### src/rtl/alu_ram_pkg.sv
// alu_ram_pkg: shared widths and fill-state encoding for the result RAM writer
package alu_ram_pkg;
  localparam int DATA_W = 32;
  localparam int ADDR_W = 4;
  localparam int DEPTH = 1 << ADDR_W;
  typedef enum logic [1:0] {IDLE = 2'b00, FILL = 2'b01, FULL = 2'b10} state_t;
endpackage

### src/rtl/ram_16x32_rw.sv
// ram_16x32_rw: register-file RAM, one sync write port, registered read-before-write read port
module ram_16x32_rw #(
  parameter int DATA_W = alu_ram_pkg::DATA_W,
  parameter int ADDR_W = alu_ram_pkg::ADDR_W
) (
  input  logic              clk,
  input  logic              rst_n,
  input  logic              we,
  input  logic [ADDR_W-1:0] waddr,
  input  logic [DATA_W-1:0] wdata,
  input  logic              re,
  input  logic [ADDR_W-1:0] raddr,
  output logic [DATA_W-1:0] rdata
);
  logic [DATA_W-1:0] mem [1 << ADDR_W];
  always_ff @(posedge clk) begin
    if (we) mem[waddr] <= wdata;
  end
  always_ff @(posedge clk) begin
    if (!rst_n) rdata <= '0;
    else rdata <= re ? mem[raddr] : '0;
  end
endmodule

### src/rtl/result_ram_writer.sv
// result_ram_writer: captures ALU results via valid/ready into an auto-addressed 16x32 RAM with readback port
module result_ram_writer #(
  parameter int DATA_W = alu_ram_pkg::DATA_W,
  parameter int ADDR_W = alu_ram_pkg::ADDR_W
) (
  input  logic              clk,
  input  logic              rst_n,
  input  logic              wr_valid,
  input  logic [DATA_W-1:0] wr_data,
  output logic              wr_ready,
  input  logic              clear,
  input  logic              en_RAM,
  input  logic [ADDR_W-1:0] addr_RAM,
  output logic [DATA_W-1:0] d,
  output logic              full,
  output logic [ADDR_W:0]   count,
  output logic [ADDR_W-1:0] wr_addr
);
  import alu_ram_pkg::*;
  localparam logic [ADDR_W:0] last = (ADDR_W + 1)'((1 << ADDR_W) - 1);
  state_t state;
  logic accept;
  assign wr_ready = rst_n && state != FULL;
  assign accept = wr_valid && wr_ready && !clear;
  always_ff @(posedge clk) begin
    if (!rst_n || clear) begin
      state <= IDLE;
      count <= '0;
      wr_addr <= '0;
      full <= 1'b0;
    end else if (accept) begin
      state <= count == last ? FULL : FILL;
      full <= count == last;
      count <= count + (ADDR_W + 1)'(1);
      wr_addr <= wr_addr + ADDR_W'(1);
    end
  end
  ram_16x32_rw #(.DATA_W(DATA_W), .ADDR_W(ADDR_W)) u_ram (
    .clk(clk),
    .rst_n(rst_n),
    .we(accept),
    .waddr(wr_addr),
    .wdata(wr_data),
    .re(en_RAM),
    .raddr(addr_RAM),
    .rdata(d)
  );
endmodule

### config.mk
export PLATFORM = sky130hd
export DESIGN_NAME = result_ram_writer
export DESIGN_NICKNAME = d
export VERILOG_FILES = /design/src/rtl/alu_ram_pkg.sv /design/src/rtl/ram_16x32_rw.sv /design/src/rtl/result_ram_writer.sv
export SDC_FILE = /design/constraint.sdc
export NUM_CORES = 1
export LEC_CHECK = 0
export CORE_MARGIN = 8
export CORE_UTILIZATION = 45
export CTS_CLUSTER_DIAMETER = 50
export DETAILED_ROUTE_END_ITERATION = 8
export SETUP_SLACK_MARGIN = 0.02
export SYNTH_ARGS = -nofsm -noshare
export SYNTH_HDL_FRONTEND = slang
export SYNTH_SLANG_ARGS = --single-unit
### constraint.sdc
create_clock -name clk -period 12.4 [get_ports clk]
set_input_delay 3.1 -clock clk [delete_from_list [all_inputs] [get_ports clk]]
set_output_delay 3.1 -clock clk [all_outputs]
set_load 0.01 [all_outputs]
; ---- Word level (Yosys, flattened, before mapping)
; Memory sizes are Yosys's and may differ from the RTL's. A register that Yosys moved wholly into a read port is not among the register bits.
; Cells that the tools add are included.
[word_totals]
ff_bits = 12
latchBits = 0
ramBits = 512
romBits = 0
elab_cells = 20
n_memories = 1
[op_classes]
addsub = 2
multipliers = 0
div = 0
order_cmp = 0
eq_ne = 2
shift = 0
n_mux = 3
bitwise = 0
reduce_logical = 8
[memory_table]
columns = memory, words, width, read_ports, rd_clocked_by_memory_dff, write_ports, line
row1 = u_ram.mem, 16, 32, 1, 1, 1, ram_16x32_rw.sv:15  ; logic [DATA_W-1:0] mem [1 << ADDR_W];
[ops]
columns = operator, count
row1 = "adder 5 x 1 -> 5 bit, second input constant", 1
row2 = "== test 5 x 4 -> 1 bit, second input constant", 1
row3 = "adder 4 x 1 -> 4 bit, second input constant", 1
row4 = logical AND 1 bit, 3
row5 = logical NOT 1 bit, 3
row6 = two-way mux 1 bit, 2
row7 = two-way mux 2 bit, 1
row8 = "!= test 2 bit, second input constant", 1
row9 = AND reduction 2 bit, 1
row10 = logical OR 1 bit, 1

; ---- Logic depth before layout (Yosys ltp)
; Gate-level depths: netlist of run 1.
[depth]
ltp_word = 6
mapped_depth = 7
ltp_nobuf = 5

; ---- By module
; From an unflattened synthesis of run 1, not the netlist that was laid out.
[hier_totals]
hier_cells = 1163
hier_area_um2 = 21061.4
[modules_own_cells]
columns = module, n_inst, cells_per_inst, area_each_um2, seq_area_each_um2
row1 = ram_16x32_rw, 1, 1099, 20504.7, 16015.4
row2 = result_ram_writer, 1, 64, 556.8, 220.2

; ---- Least setup slack after synthesis of run 1
; Ideal clock, no wire load.
[synth_timing]
kind = input port to output port
from = in rst_n
to = out wr_ready
arrival_ps = 3246
t_required_ps = 9300
slack_ps = 6054
stages = 1
cell_sequence = and2_1
[synth_between]
elab_chain_len = 1
[synth_lines]
columns = element, line
row1 = "start, declared", result_ram_writer.sv:7  ; input logic rst_n,
row2 = logical AND 1 bit, result_ram_writer.sv:23  ; assign wr_ready = rst_n && state != FULL;
row3 = "end, declared", result_ram_writer.sv:10  ; output logic wr_ready,
; Every way passes these cells.

; ---- Worst setup path after layout of run 1
; Same ends and word-level chain as after synthesis.

==> results_dict.tcl, run 1 <==
set metrics [dict create \
    critPathCaptureType "output pin" \
    crit_slowest_cell "clkdlybuf4s50_1" \
    antenna_found_initial 2 \
    overflow 0 \
    die_h_um 232.0 \
    maxCapViolations 0 \
    io_pins 84 \
    worst_pin_slew_ps 1071 \
    worstSetupStartpointType "input pin" \
    routed_wl_um 45540 \
    slowest_delay_ps 550 \
    gp_congestion 0.7042 \
    finalCritPeriodShare 0.6020 \
    nets 1270 \
    max_freq_mhz 134.0 \
    relSlewSlack 0.2858 \
    rsz0062_at_grt "no" \
    cts_hold_buf 0 \
    drc_errors 0 \
    rows 79 \
    dr.first_iter.drc_count 796 \
    timing.setup.tns_ps 0 \
    grtUsageTotal 0.1680 \
    report.power.total_mw 3.991 \
    path_class "input pin to output pin" \
    cts.path.max_buffers 3 \
    final.setup.worst_slack_ps 4935 \
    initial_utilization 0.4530 \
    syn_to_final_growth_pct 16.75 \
    hold_viol_final 0 \
    dr.pass1.iters 4 \
    place_ws_ps 4916 \
    dieWidth_um 232.0 \
    crit_top_cell "clkdlybuf4s50_1" \
    io_buffers 83 \
    clock_skew_ps 14.31 \
    path_cells "clkdlybuf4s50_1 -> and2_1 -> clkdlybuf4s50_1" \
    syn_area_mm2 0.02100 \
    p_per_area_mw_per_mm2 162.8 \
    synthCells 1115 \
    grt_pass1_wl_um 67790 \
    drive_above_1_share 0.1610 \
    hp-class "flip-flop to flip-flop" \
    finalSetupViolCount 0 \
    fin_util 0.5289 \
    yosys_register_bits 555 \
    dp_hpwl_um 22920 \
    numCtsBuffers 59 \
    synthDistinctLibCells 33 \
    peakVddDrop_uv 112.3 \
    clk_latency_ps 600 \
    via_per_inst 5.504 \
    cts_tree "done" \
    cts_setup_buffers 0 \
    core_area_mm2 0.04636 \
    grt_pass1_vias 10723 \
    synthesis.nets 1162 \
    worstPathMaxFanout 5 \
    grt_max_degree 70 \
    htree_levels 2 \
    cts.repair.resized 0 \
    clk_pin_slew_ps 60 \
    status "finished clean" \
    placement.cell_area_mm2 0.02251 \
    num_vias 10358 \
    avgRoutedWirePerCell_um 24.20 \
    die-area_mm2 0.05384 \
    p_leak_nw 8.316 \
    final_common_cell "edfxtp_1" \
    clock-root-buffer "clkbuf_16" \
    layout_min_cycle_time_ps 7465 \
    arrival_ps 4360 \
    final_cell_mix "edfxtp_1, mux2i_1, clkdlybuf4s50_1, a22oi_1, clkbuf_16" \
    cp.required_ps 9300 \
    drtAntennaViolNets 0 \
    clock_sinks 555 \
    syn_avg_cell_area_um2 18.84 \
    synth_seq_area_share 0.7731 \
    maxSlewViolCount 0 \
    stdcell_area_mm2 0.02452 \
    ys_warn_count 0 \
]
## cells by family (layout without fill, tap and decap cells)
| family | Yosys count | after routing | share of synthesized area |
|---|---|---|---|
| flip-flops | 555 | 555 | 0.7731 |
| multiplexers | 224 | 224 | 0.1276 |
| AO/OA/AOI/OAI | 138 | 138 | 0.04659 |
| AND/OR/NAND/NOR | 117 | 117 | 0.02532 |
| buffers and inverters | 69 | 227 | 0.02139 |
| adder cells (fa/ha/maj) | 6 | 6 | 0.003575 |
| XOR/XNOR | 6 | 6 | 0.002502 |
| other | 0 | 2 | 0 |
## sequential cells by signal (all words and copies together) (netlist names)
| signal | cells |
|---|---|
| u_ram.mem | 512 |
| wr_addr | 4 |
| count | 5 |
| u_ram.rdata | 32 |
| full | 1 |
| state | 1 |
## metal layers
layer  global-route usage  part of all wire
met3              0.02920             0.053
met4              0.05036             0.023
met1               0.2305              0.45
met5                    0                 0
met2               0.2732              0.47
## synthesized netlist by cell type (all sizes together)
master,number,area share
xor2,4,0.0017
and2,3,0.00089
or2,1,0.00030
mux4,32,0.034
nand3,33,0.0079
nand2b,5,0.0015
nand3b,1,0.00036
xnor2,2,0.00083
a21oi,31,0.0074
ha,6,0.0036
o211ai,6,0.0021
clkbuf,19,0.0034
buf,46,0.017
and3,4,0.0012
a22oi,69,0.025
dfxtp,43,0.041
mux2i,166,0.079
o221ai,26,0.011
edfxtp,512,0.73
nand2,42,0.0075
inv,4,0.00071
nor2b,3,0.00089
o21ai,5,0.0012
mux2,26,0.014
a211oi,1,0.00036
nor3,4,0.00095
nor2,20,0.0036
nand4,1,0.00030
## power by group
group	leakage [nW]	switching, mW	internal [mW]
Sequential	4.96	0.00352	2.05
Combinational	2.38	0.0976	0.0663
Clock	0.981	0.706	1.06
## path summary, 6_finish.rpt
check / slack, ps / to / startpoint / cells past startpoint
worst max-delay path: 4940 / wr_ready / rst_n / 3
worst min-delay path: 470 / state[0]$_SDFFE_PP0P_ / state[0]$_SDFFE_PP0P_ / 2
worst max register to register: 9520 / u_ram.mem[4][10]$_DFFE_PP_ / state[0]$_SDFFE_PP0P_ / 5
worst min register to register: 470 / state[0]$_SDFFE_PP0P_ / state[0]$_SDFFE_PP0P_ / 2
## critical path: cells and delay by family
kind,cells,cell delay (ps)
buffers and inverters,2,1090
and+or+nand+nor,1,170
## layout make-up
| type | instances | area, µm² |
|---|---|---|
| diodes | 2 | 5.005 |
| multi-input cells | 491 | 4452 |
| repair buffers | 112 | 1049 |
| inverters | 4 | 15.01 |
| well taps | 607 | 759.5 |
| clock buffers | 80 | 1698 |
| fillers | 3653 | 21840 |
| flip-flops and latches | 555 | 16240 |
| clock inverters | 31 | 306.5 |
## metrics by stage
step	hold slack, ps	cells
after CTS	471.0	1880
after global placement	441.7	1769
final	471.2	1882
after floorplan	431.2	1115
after detailed placement	460.9	1769
after global routing	516.5	1880
Power figures use the tool's default switching activity.
==> run 2, diff against run 1 <==
==> constraint.sdc (replaced) <==
create_clock -name clk -period 7.8 [get_ports clk]
set_input_delay 1.95 -clock clk [delete_from_list [all_inputs] [get_ports clk]]
set_output_delay 1.95 -clock clk [all_outputs]
set_load 0.01 [all_outputs]
==> run 2 against run 1 <==
Sequential cell count unchanged. Routed wire length rose by 3.4%. First-iteration DRC count rose by 11%. Clock-buffer cell count is 1 lower.
==> results_dict.tcl, run 2 (synthesis gave the netlist of run 1 again) <==
set metrics [dict create \
    initial_utilization 0.4530 \
    fin_cells 1876 \
    routed_wl_um 47080 \
    regArea_mm2 0.01624 \
    io_pins 84 \
    timing.setup.tns_ps 0 \
    grt_max_degree 80 \
    dieWidth_um 232.0 \
    p_per_area_mw_per_mm2 258.7 \
    dp_hpwl_um 23870 \
    r2r_start "state[0]$_SDFFE_PP0P_" \
    worstSetupStartpointType "input pin" \
    htree_levels 2 \
    dr.first_iter.drc_count 884 \
    multi_input_area_mm2 0.004452 \
    crit_slowest_cell "clkdlybuf4s50_1" \
    critPathCaptureType "output pin" \
    dr.pass1.iters 5 \
    drc_errors 0 \
    path_cells "clkdlybuf4s50_1 -> and2_1 -> clkdlybuf4s50_1" \
    clk_pin_slew_ps 60 \
    hold_viol_final 0 \
    clock-root-buffer "clkbuf_16" \
    status "finished clean" \
    io_buffers 83 \
    rr_worst_depth 5 \
    slowest_delay_ps 560 \
    avgRoutedWirePerCell_um 25.10 \
    rows 79 \
    cts_tree "done" \
    cts.path.max_buffers 3 \
    die_h_um 232.0 \
    path_class "input pin to output pin" \
    final_cell_mix "edfxtp_1, mux2i_1, clkdlybuf4s50_1, a22oi_1, clkbuf_16" \
    clk_latency_ps 610 \
    rsz0062_at_grt "no" \
    regMostFlops "u_ram.mem" \
    maxSlewViolCount 0 \
    drive_above_1_share 0.1507 \
    largest_reg_flops 512 \
    stdcell_area_mm2 0.02444 \
    worst_pin_slew_ps 1134 \
    dp.cells 1765 \
    cp.required_ps 5850 \
    worstPathMaxFanout 5 \
    relSlewSlack 0.2437 \
    crit_top_cell "clkdlybuf4s50_1" \
    placement.cell_area_mm2 0.02249 \
    overflow 0 \
    finalSetupViolCount 0 \
    grt_pass1_vias 10821 \
    die-area_mm2 0.05384 \
    syn_to_final_growth_pct 16.38 \
    peakVddDrop_uv 154.1 \
    grtUsageTotal 0.1735 \
    arrival_ps 3220 \
    cts_hold_buf 0 \
    numCtsBuffers 58 \
    hp-class "flip-flop to flip-flop" \
    drtAntennaViolNets 0 \
    clock_sinks 555 \
    cts.repair.resized 0 \
    fill_cells 3651 \
    num_vias 10526 \
    min_delay_path_depth 2 \
    antenna_found_initial 3 \
    timing.rr.end "u_ram.mem[0][28]$_DFFE_PP_" \
    maxCapViolations 0 \
    gp_congestion 0.7137 \
    hp-start "state[0]$_SDFFE_PP0P_" \
    grt_pass1_wl_um 69790 \
    core_area_mm2 0.04636 \
    rrSetupSlack_ps 4980 \
    max_freq_mhz 193.6 \
    final_common_cell "edfxtp_1" \
    layout_min_cycle_time_ps 5166 \
    nets 1265 \
    cts_setup_buffers 0 \
    finalCritPeriodShare 0.6623 \
    via_per_inst 5.611 \
    clock_skew_ps 18.58 \
    reg_top3 "u_ram.mem x512, u_ram.rdata x32, count x5" \
    p_leak_nw 8.255 \
    holdPathEnd "state[0]$_SDFFE_PP0P_" \
]
[run 2: per-layer routing]
metal	wire [µm]	GRT usage	up-vias
met5	13	0	-
met4	1085	0.05056	2
li1	-	-	4696
met1	21030	0.2388	5466
met2	22420	0.2771	285
met3	2531	0.03665	77
[run 2: through the flow]
| stage | util | hold slack, ps | total power, mW | setup slack [ps] |
|---|---|---|---|---|
| after floorplan | - | 431.2 | 3.483 | 2709 |
| final | 0.5272 | 469.3 | 6.324 | 2634 |
| after global placement | 0.4852 | 442.9 | 3.599 | 2584 |
| after detailed placement | 0.4852 | 471.8 | 3.602 | 2600 |
| after CTS | 0.5271 | 479.9 | 6.379 | 2586 |
| after global routing | 0.5272 | 483.8 | 6.508 | 2532 |
[run 2: where the power goes]
part / total [mW] / internal, mW / leakage [nW] / switching [mW]
logic: 0.264 / 0.105 / 2.36 / 0.159
clock network: 2.79 / 1.66 / 0.937 / 1.13
registers: 3.27 / 3.27 / 4.96 / 0.00606
[run 2: worst max path at each step]
| stage | startpoint | endpoint | slack, ps | depth (start not counted) |
|---|---|---|---|---|
| 2_1_floorplan | rst_n | u_ram.mem[3][0]$_DFFE_PP_ | 2710 | 3 |
| 3_3_place_gp | rst_n | wr_ready | 2580 | 3 |
| 3_5_place_dp | rst_n | wr_ready | 2600 | 3 |
| 4_1_cts | rst_n | wr_ready | 2590 | 3 |
| 5_1_grt | rst_n | wr_ready | 2530 | 3 |
| 6_report | rst_n | wr_ready | 2630 | 3 |
[run 2: final cells by class]
class	count	area share
sequential	555	0.6642
multi-input combinational	491	0.1821
clock buffer	79	0.06644
timing repair buffer	108	0.04218
tap	607	0.03107
clock inverter	30	0.01310
inverter	4	0.0006143
antenna	2	0.0002048
[run 2: critical path, delay by kind of cell]
| family | cells | cell delay (ps) |
|---|---|---|
| AND/OR/NAND/NOR | 1 | 170 |
| buffers and inverters | 2 | 1100 |
==> run 3, diff against run 2 <==
==> constraint.sdc (replaced) <==
create_clock -name clk -period 4.62 [get_ports clk]
set_input_delay 1.155 -clock clk [delete_from_list [all_inputs] [get_ports clk]]
set_output_delay 1.155 -clock clk [all_outputs]
set_load 0.01 [all_outputs]
==> run 3 against run 2 <==
Routed wire length fell by 0.38%. Critical endpoint unchanged. Sequential cell count is the same. Cell area grew 0.45%. Utilization grew 0.23 points.
==> results_dict.tcl, run 3 (synthesis gave the netlist of run 1 again) <==
set metrics [dict create \
    status "finished clean" \
    final_common_cell "edfxtp_1" \
    drc_errors 0 \
    via_per_inst 5.534 \
    reg_top3 "u_ram.mem x512, u_ram.rdata x32, count x5" \
    cts_tree "done" \
    fin_cells 1884 \
    regArea_mm2 0.01624 \
    initial_utilization 0.4530 \
    met3_length_um 2155 \
    io_pins 84 \
    power.internal_mw 8.492 \
    timing.setup.tns_ps 0 \
    cp.required_ps 3460 \
    cts_hold_buf 0 \
    gp_congestion 0.7623 \
    p_comb_frac 0.044 \
    finalCritPeriodShare 0.7938 \
    p_clk_frac 0.439 \
    grt_pass1_vias 10866 \
    nets 1276 \
    crit_end "wr_ready" \
    num_vias 10426 \
    drive_above_1_share 0.1660 \
    die_h_um 232.0 \
    worstPathMaxFanout 5 \
    io_buffers 83 \
    timing.rr.end "u_ram.mem[8][27]$_DFFE_PP_" \
    m1WireLength_um 19650 \
    peakVddDrop_uv 303.1 \
    critPathCaptureType "output pin" \
    dr.pass1.iters 5 \
    clock_skew_ps 17.06 \
    largest_reg_flops 512 \
    swShare 0.2054 \
    grtUsageTotal 0.1732 \
    layout_min_cycle_time_ps 3667 \
    cts_setup_buffers 0 \
    dp_hpwl_um 27340 \
    hold_slack_ps 469.7 \
    syn_to_final_growth_pct 16.90 \
    core_area_mm2 0.04636 \
    worst_pin_slew_ps 887.0 \
    max_freq_mhz 272.7 \
    routed_wl_um 46900 \
    numCtsBuffers 57 \
    maxSlewViolCount 0 \
    rsz0062_at_grt "no" \
    arrival_ps 2510 \
    crit_slowest_cell "clkdlybuf4s50_1" \
    rows 79 \
    relSlewSlack 0.4080 \
    final_cell_mix "edfxtp_1, mux2i_1, clkdlybuf4s50_1, a22oi_1, clkbuf_16" \
    maxCapViolations 0 \
    cts.repair.resized 0 \
    avgRoutedWirePerCell_um 24.89 \
    clock_sinks 555 \
    hold_viol_final 0 \
    p_leak_nw 8.336 \
    clock-root-buffer "clkbuf_16" \
    dp.cells 1777 \
    multi_input_area_mm2 0.004452 \
    fill_cells 3682 \
    die-area_mm2 0.05384 \
    met2WireLength_um 23520 \
    rrSetupSlack_ps 2040 \
    drtAntennaViolNets 0 \
    p_switching_mw 2.196 \
    antenna_found_initial 0 \
    slowest_delay_ps 640 \
    dieWidth_um 232.0 \
    worstSetupStartpointType "input pin" \
    crit_top_cell "clkdlybuf4s50_1" \
    p_per_area_mw_per_mm2 435.4 \
    path_class "input pin to output pin" \
    clk_latency_ps 600 \
    report.power.total_mw 10.69 \
    rr_worst_depth 5 \
    hp-class "flip-flop to flip-flop" \
    grt_pass1_wl_um 69930 \
    dr.first_iter.drc_count 742 \
    cts.path.max_buffers 3 \
    htree_levels 2 \
    crit_start "rst_n" \
    path_cells "clkdlybuf4s50_1 -> and2_1 -> clkdlybuf4s50_1" \
    overflow 0 \
    routed.top_layer "met4" \
    finalSetupViolCount 0 \
    n_antenna_cell 0 \
    clk_pin_slew_ps 50 \
    regMostFlops "u_ram.mem" \
    r2r_start "state[0]$_SDFFE_PP0P_" \
    grt_max_degree 72 \
    seqPwrFrac 0.517 \
]
run 3: stage by stage:
step | instance area [µm²] | worst slack (ps) | utilization
2_1_floorplan | 21000 | 324.4 | -
3_3_place_gp | 22600 | 822.3 | 0.4874
3_5_place_dp | 22600 | 797.2 | 0.4874
4_1_cts | 24550 | 893.1 | 0.5296
5_1_grt | 24550 | 880.7 | 0.5296
6_report | 24550 | 952.6 | 0.5296
run 3: cell type report:
cell class / instances / share of cell area
clock buffers: 75 / 0.06549
clock inverters: 32 / 0.01417
inverters: 4 / 0.0006116
multi-input cells: 491 / 0.1813
flip-flops and latches: 555 / 0.6613
well taps: 607 / 0.03093
repair buffers: 120 / 0.04617
run 3: how the worst min path moves through the flow:
stage                     depth (start not counted)                  start                     to
final                                             2  state[0]$_SDFFE_PP0P_  state[0]$_SDFFE_PP0P_
after CTS                                         2  state[0]$_SDFFE_PP0P_  state[0]$_SDFFE_PP0P_
after global routing                              2  state[0]$_SDFFE_PP0P_  state[0]$_SDFFE_PP0P_
after detailed placement                          2  state[0]$_SDFFE_PP0P_  state[0]$_SDFFE_PP0P_
after floorplan                                   2  state[0]$_SDFFE_PP0P_  state[0]$_SDFFE_PP0P_
after global placement                            2  state[0]$_SDFFE_PP0P_  state[0]$_SDFFE_PP0P_
run 3: power groups by stage:
stage	Combinational [mW]	Sequential [mW]	Clock, mW
after floorplan	0.241	5.64	0
after global placement	0.471	5.63	0
after detailed placement	0.477	5.63	0
after CTS	0.479	5.53	4.79
after global routing	0.505	5.53	4.98
final	0.470	5.53	4.69
run 3: critical path: cells and delay by family:
kind	cells	cell delay (ps)
buffers and inverters	2	1180
AND/OR/NAND/NOR	1	180
run 3: routing by layer:
metal,vias to the layer above,track usage
met5,-,0
met4,0,0.06669
met3,77,0.02773
met2,279,0.2935
met1,5362,0.2225
li1,4708,-
